==> src/rtl/reval_reader_pkg.sv <==
// Shared definitions for the reval_reader block: FSM encoding, enable levels
// and the credit helper used to throttle entry reads.
package reval_reader_pkg;

    localparam int LEN_STATE = 3;

    localparam logic ENABLE  = 1'b1;
    localparam logic DISABLE = 1'b0;

    typedef enum logic [LEN_STATE-1:0] {
        S_IDLE  = 3'd0,
        S_START = 3'd1,
        S_READ  = 3'd2,
        S_DRAIN = 3'd3,
        S_DONE  = 3'd4
    } state_t;

    // Entries already committed to the buffer once this cycle's pop leaves:
    // what is stored plus the read whose data is on the bus right now.
    function automatic logic [2:0] credits_used(input logic [1:0] count,
                                                input logic       pop,
                                                input logic       pend);
        return {1'b0, count} - {2'b00, pop} + {2'b00, pend};
    endfunction

endpackage

==> src/rtl/reval_reader_fifo2.sv <==
// Two-entry FIFO whose head and non-empty flag are plain registers, so the
// downstream side never sees a combinational path from push or pop.
module reval_fifo2
    import reval_reader_pkg::*;
#(
    parameter int DATA_W = 8
) (
    input  logic              clk,
    input  logic              rst,
    input  logic              i_push,
    input  logic [DATA_W-1:0] i_din,
    input  logic              i_pop,
    output logic [DATA_W-1:0] o_dout,
    output logic              o_empty,
    output logic [1:0]        o_count
);

    logic [DATA_W-1:0] r_head;
    logic [DATA_W-1:0] r_tail;
    logic [1:0]        r_count;
    logic              r_valid;

    logic              w_push;
    logic              w_pop;
    logic [1:0]        w_count_next;

    always_comb begin
        w_pop        = i_pop && (r_count != 2'd0);
        w_push       = i_push && ((r_count != 2'd2) || w_pop);
        w_count_next = r_count + {1'b0, w_push} - {1'b0, w_pop};
    end

    always_ff @(posedge clk or posedge rst) begin
        if (rst) begin
            // NOTE: the data registers are reset too, because the head drives
            // a module output that must read zero straight out of reset.
            r_head  <= '0;
            r_tail  <= '0;
            r_count <= 2'd0;
            r_valid <= DISABLE;
        end else begin
            // NOTE: non-blocking assignments here so every register samples
            // the pre-edge values regardless of statement order.
            r_count <= w_count_next;
            r_valid <= (w_count_next != 2'd0);
            case ({w_push, w_pop})
                2'b10: begin
                    if (r_count == 2'd0) r_head <= i_din;
                    else                 r_tail <= i_din;
                end
                2'b01: r_head <= r_tail;
                2'b11: begin
                    if (r_count == 2'd1) begin
                        r_head <= i_din;
                    end else begin
                        r_head <= r_tail;
                        r_tail <= i_din;
                    end
                end
                default: ;
            endcase
        end
    end

    assign o_dout  = r_head;
    assign o_empty = ~r_valid;
    assign o_count = r_count;

endmodule

==> src/rtl/reval_reader.sv <==
// Reads back a block of entries from memory starting at address 0 and streams
// them downstream through a 2-deep buffer under valid/ready flow control.
module reval_reader
    import reval_reader_pkg::*;
#(
    parameter int DATA_W = 8,
    parameter int ADDR_W = 6
) (
    input  logic              clk,
    input  logic              rst,
    input  logic              start,
    input  logic [ADDR_W:0]   length,
    output logic              mem_rd,
    output logic [ADDR_W-1:0] mem_addr,
    input  logic [DATA_W-1:0] mem_rdata,
    output logic [DATA_W-1:0] out_data,
    output logic              out_valid,
    input  logic              out_ready,
    output logic              busy,
    output logic              done
);

    localparam logic [ADDR_W:0] L_ONE = {{ADDR_W{1'b0}}, 1'b1};

    state_t          r_state;
    logic [ADDR_W:0] r_len;
    logic [ADDR_W:0] r_addr;
    logic [ADDR_W:0] r_xfer;
    logic            r_pend;
    logic            r_busy;
    logic            r_done;

    logic            w_empty;
    logic [1:0]      w_count;
    logic            w_pop;
    logic            w_issue;
    logic            w_last_addr;
    logic            w_drained;
    logic [ADDR_W:0] w_xfer_after;

    // A read may issue when the slot freed by this cycle's pop is counted;
    // that keeps one transfer per cycle while never overfilling two entries.
    always_comb begin
        // NOTE: every combinational output gets a value on every path, so no
        // latch can be inferred.
        w_pop        = ~w_empty & out_ready;
        w_issue      = (r_state == S_READ) &&
                       (credits_used(w_count, w_pop, r_pend) < 3'd2);
        w_last_addr  = (r_addr == (r_len - L_ONE));
        w_xfer_after = r_xfer + {{ADDR_W{1'b0}}, w_pop};
        w_drained    = (w_xfer_after == r_len);
    end

    reval_fifo2 #(
        .DATA_W (DATA_W)
    ) u_fifo (
        .clk     (clk),
        .rst     (rst),
        .i_push  (r_pend),
        .i_din   (mem_rdata),
        .i_pop   (w_pop),
        .o_dout  (out_data),
        .o_empty (w_empty),
        .o_count (w_count)
    );

    always_ff @(posedge clk or posedge rst) begin
        if (rst) begin
            r_state <= S_IDLE;
            r_len   <= '0;
            r_addr  <= '0;
            r_xfer  <= '0;
            r_pend  <= DISABLE;
            r_busy  <= DISABLE;
            r_done  <= DISABLE;
        end else begin
            r_pend <= w_issue;
            if (w_issue) r_addr <= r_addr + L_ONE;
            if (w_pop)   r_xfer <= w_xfer_after;

            case (r_state)
                S_IDLE: begin
                    if (start) begin
                        r_len   <= length;
                        r_busy  <= ENABLE;
                        r_state <= S_START;
                    end
                end
                S_START: begin
                    r_addr <= '0;
                    r_xfer <= '0;
                    if (r_len != '0) begin
                        r_state <= S_READ;
                    end else begin
                        r_state <= S_DONE;
                        r_done  <= ENABLE;
                    end
                end
                S_READ: begin
                    if (w_issue && w_last_addr) r_state <= S_DRAIN;
                end
                S_DRAIN: begin
                    // All reads are issued, so matching the transfer count
                    // means the buffer is empty with nothing in flight.
                    if (w_drained) begin
                        r_state <= S_DONE;
                        r_done  <= ENABLE;
                    end
                end
                S_DONE: begin
                    r_state <= S_IDLE;
                    r_done  <= DISABLE;
                    r_busy  <= DISABLE;
                end
                default: r_state <= S_IDLE;
            endcase
        end
    end

    assign mem_rd    = w_issue;
    assign mem_addr  = r_addr[ADDR_W-1:0];
    assign out_valid = ~w_empty;
    assign busy      = r_busy;
    assign done      = r_done;

endmodule

==> config.mk <==
export PLATFORM = sky130hd
export DESIGN_NAME = reval_reader
export DESIGN_NICKNAME = d
export VERILOG_FILES = /design/src/rtl/reval_reader_pkg.sv /design/src/rtl/reval_reader_fifo2.sv /design/src/rtl/reval_reader.sv
export SDC_FILE = /design/constraint.sdc
export NUM_CORES = 1
export LEC_CHECK = 0
export CORE_MARGIN = 1.5
export CORE_UTILIZATION = 40
export CTS_CLUSTER_SIZE = 25
export DETAILED_ROUTE_END_ITERATION = 10
export PLACE_DENSITY = 0.64
export SLEW_MARGIN = 15
export SYNTH_ARGS = -nofsm -noshare
export SYNTH_HDL_FRONTEND = slang
export SYNTH_SLANG_ARGS = --single-unit
==> constraint.sdc <==
create_clock -name clk -period 5 [get_ports clk]
set_input_delay 1 -clock clk [delete_from_list [all_inputs] [get_ports clk]]
set_output_delay 1 -clock clk [all_outputs]
set_load 0.1 [all_outputs]
==> results.md <==
* Final setup vio count at 0
* CTS Hold Buffers Added at 0
* Cell Count Post-Placement at 357
* DR iter-0 viols at 82
* Die Y at 82.7 microns
* IO buf count at 36
* Least-Margin Pin Slew at 973 ps
* Total Routing Usage GR at 17.0%
* GR Overflow Total at 0
* Vias/cell at 5.46
* Pre-CTS setup slack at 620 ps
* Filler cells at 556
* Detailed placement HPWL at 3850 microns
* Share of cells above drive strength 1 at 9.66%
* Rows at 28
* CTS sink cnt at 46
* Yosys reg bits at 46
* Die Area at 0.00684 sq mm
* Diodes inserted at 0
* Max Transition Viols Final at 0
* Top area cells in the synthesized netlist: dfrtp_1 45%, mux2_2 5.8%, xnor2_1 5.5%
* Syn Inst Count at 262
* Status: complete, no violations
* Critical path capture point type: output port
* Initial antenna violation count at 0
* Fin nets at 314
* Asr flop ratio synth at 100%
* Final worst slack at 616 ps
* Worst-case clock buffer depth at 2
* Setup TNS at 0 ps
* Final Non-Filler Cells at 365
* Worst-Skew Late Latency at 300 ps
* Startpoint Class: input port
* Total CTS buffers at 5
* Clock Skews at 2.80 ps
* Setup Fix Bufs, Post-CTS at 0
* Worst min-delay path class: reg2reg
* Syn_nets at 287
* Routed WL at 5330 microns
* Share of the synthesized area in the top cell type at 45.3%
* Top Ports at 37
* Final Critical Period at 4380 ps
* Drt drc at 0
* FMAX at 0.228 GHz
* Post-Syn Area per Cell at 9.70 sq um
* First-pass GRT wire length at 8670 microns
* CTS tree: done
* Max H-tree Level at 2
* Final worst-path cycle share at 87.7%
* RSZ-0062 raised after global routing: false
* Crit path DAT at 3380 ps
* Syn. warnings at 0
* Die X at 82.7 microns
* EDFF count, synth at 0
* Mapped Area at 0.00254 sq mm
* Setup CP Type: in2out
* Maxcap violations at 0
* Synth cell types at 46
* Hold path depth at 2
* Fin util at 49.9%
* Final count of hold timing violations at 0
* Vias in the first global route at 1898
* # resized after CTS at 0
* Via count at 1993
* Yosys top cell by area: dfrtp_1
* WL per Instance at 14.6 microns
* DRT Pass-1 Iters at 4
* Largest net degree at the start of global routing at 47
* CP max FO at 8
* Core Footprint at 0.00603 sq mm
* Area Growth Syn to Fin at 18.4%
* Top FF cell, synth: dfrtp_1
* Slew margin rel. at 35.0%
* Clock transition at the registers of the reported paths at 90 ps
* CP Data Required Time at 4000 ps
* FF-to-FF path depth at 10
* Routability Congestion at 0.793
* ANT nets after route at 0
* Initial Util at 42.2%
* Sequential share of the synthesized area at 45.3%
* Root Buffer: clkbuf_8
==> routing by layer <==
layer	wire length [microns]	global-route usage, %
met4	93	6.50
met2	2510	28.3
met1	2480	21.5
met3	246	3.52
met5	0	0
==> cell families (layout without fill, tap and decap cells) <==
logic type      count (synthesis)  count (layout)  share of synthesized area, %
simple gates                   96              96                          18.8
compound gates                 49              49                          13.6
flops                          46              46                          45.3
buf+inv                        29              57                          5.36
xor+xnor                       23              23                          7.92
mux                            13              13                          5.76
fa+ha+maj                       6               6                          3.25
==> registers in the layout, summed over array words and instances (netlist names) <==
| signal | count |
|---|---|
| r_addr | 7 |
| done | 1 |
| u_fifo.o_dout | 8 |
| u_fifo.r_tail | 8 |
| r_state | 3 |
| u_fifo.o_count | 2 |
| r_xfer | 7 |
| r_pend | 1 |
| r_len | 7 |
| u_fifo.r_valid | 1 |
| busy | 1 |
==> per-stage QoR <==
stage	area [sq um]	hold slack, ps
after floorplan	2540	456
after global placement	2920	466
after detailed placement	2920	474
after CTS	3010	495
after global routing	3010	506
final	3010	489
==> layout make-up <==
type,instances,area [sq um],share of cell area [%]
multi-input combinational,187,1250,41.7
sequential,46,1150,38.3
timing repair buffer,36,370,12.3
tap,75,93.8,3.12
clock buffer,5,68.8,2.29
inverter,13,48.8,1.62
clock inverter,3,21.3,0.707
==> critical path: stages <==
cell             delay (ps)
clkdlybuf4s50_1         580
nand2_1                 220
nor2_1                  210
o21ai_0                 120
fa_1                    390
xnor2_1                 150
nand4_1                 200
inv_1                   290
buf_12                  220
==> final timing paths <==
path,startpoint,endpoint,slack [ps]
max reg2reg,u_fifo.r_valid,r_addr[6],2130
min reg2reg,u_fifo.r_tail[0],u_fifo.o_dout[0],490
min in group asynchronous,rst,r_addr[0],1230
min,u_fifo.r_tail[0],u_fifo.o_dout[0],490
max,out_ready,mem_rd,620
max in group asynchronous,rst,r_state[0],3180
==> layout by cell type, fill, tap and decap left out, drive strengths merged, types with 2 or more instances in the layout <==
cell type      count
dfrtp             46
clkdlybuf4s50     35
nand2             31
nor2              20
xnor2             16
mux2              13
inv               13
o21ai             12
a21oi             11
a22oi              9
nand4              7
xor2               7
nor3               6
or3                5
nor2b              5
ha                 5
clkbuf             5
and3               4
nand3              4
o211ai             3
nand2b             3
o31a               2
a221o              2
a221oi             2
and2               2
clkinv             2
==> synthesized netlist by cell type (all sizes together) (2+ instances only) <==
| cell type | instances |
|---|---|
| nand2b | 3 |
| xnor2 | 16 |
| o21ai | 12 |
| buf | 8 |
| a21oi | 11 |
| nor2b | 5 |
| inv | 13 |
| ha | 5 |
| clkbuf | 8 |
| o31a | 2 |
| nand4 | 7 |
| nor2 | 20 |
| a221o | 2 |
| a221oi | 2 |
| nor3 | 6 |
| dfrtp | 46 |
| and2 | 2 |
| a22oi | 9 |
| nand3 | 4 |
| or3 | 5 |
| xor2 | 7 |
| o211ai | 3 |
| nand2 | 31 |
| and3 | 4 |
| mux2 | 13 |
Power is not shown: default switching activity piles up to over one toggle a cycle in this logic, so the estimate is an artifact.
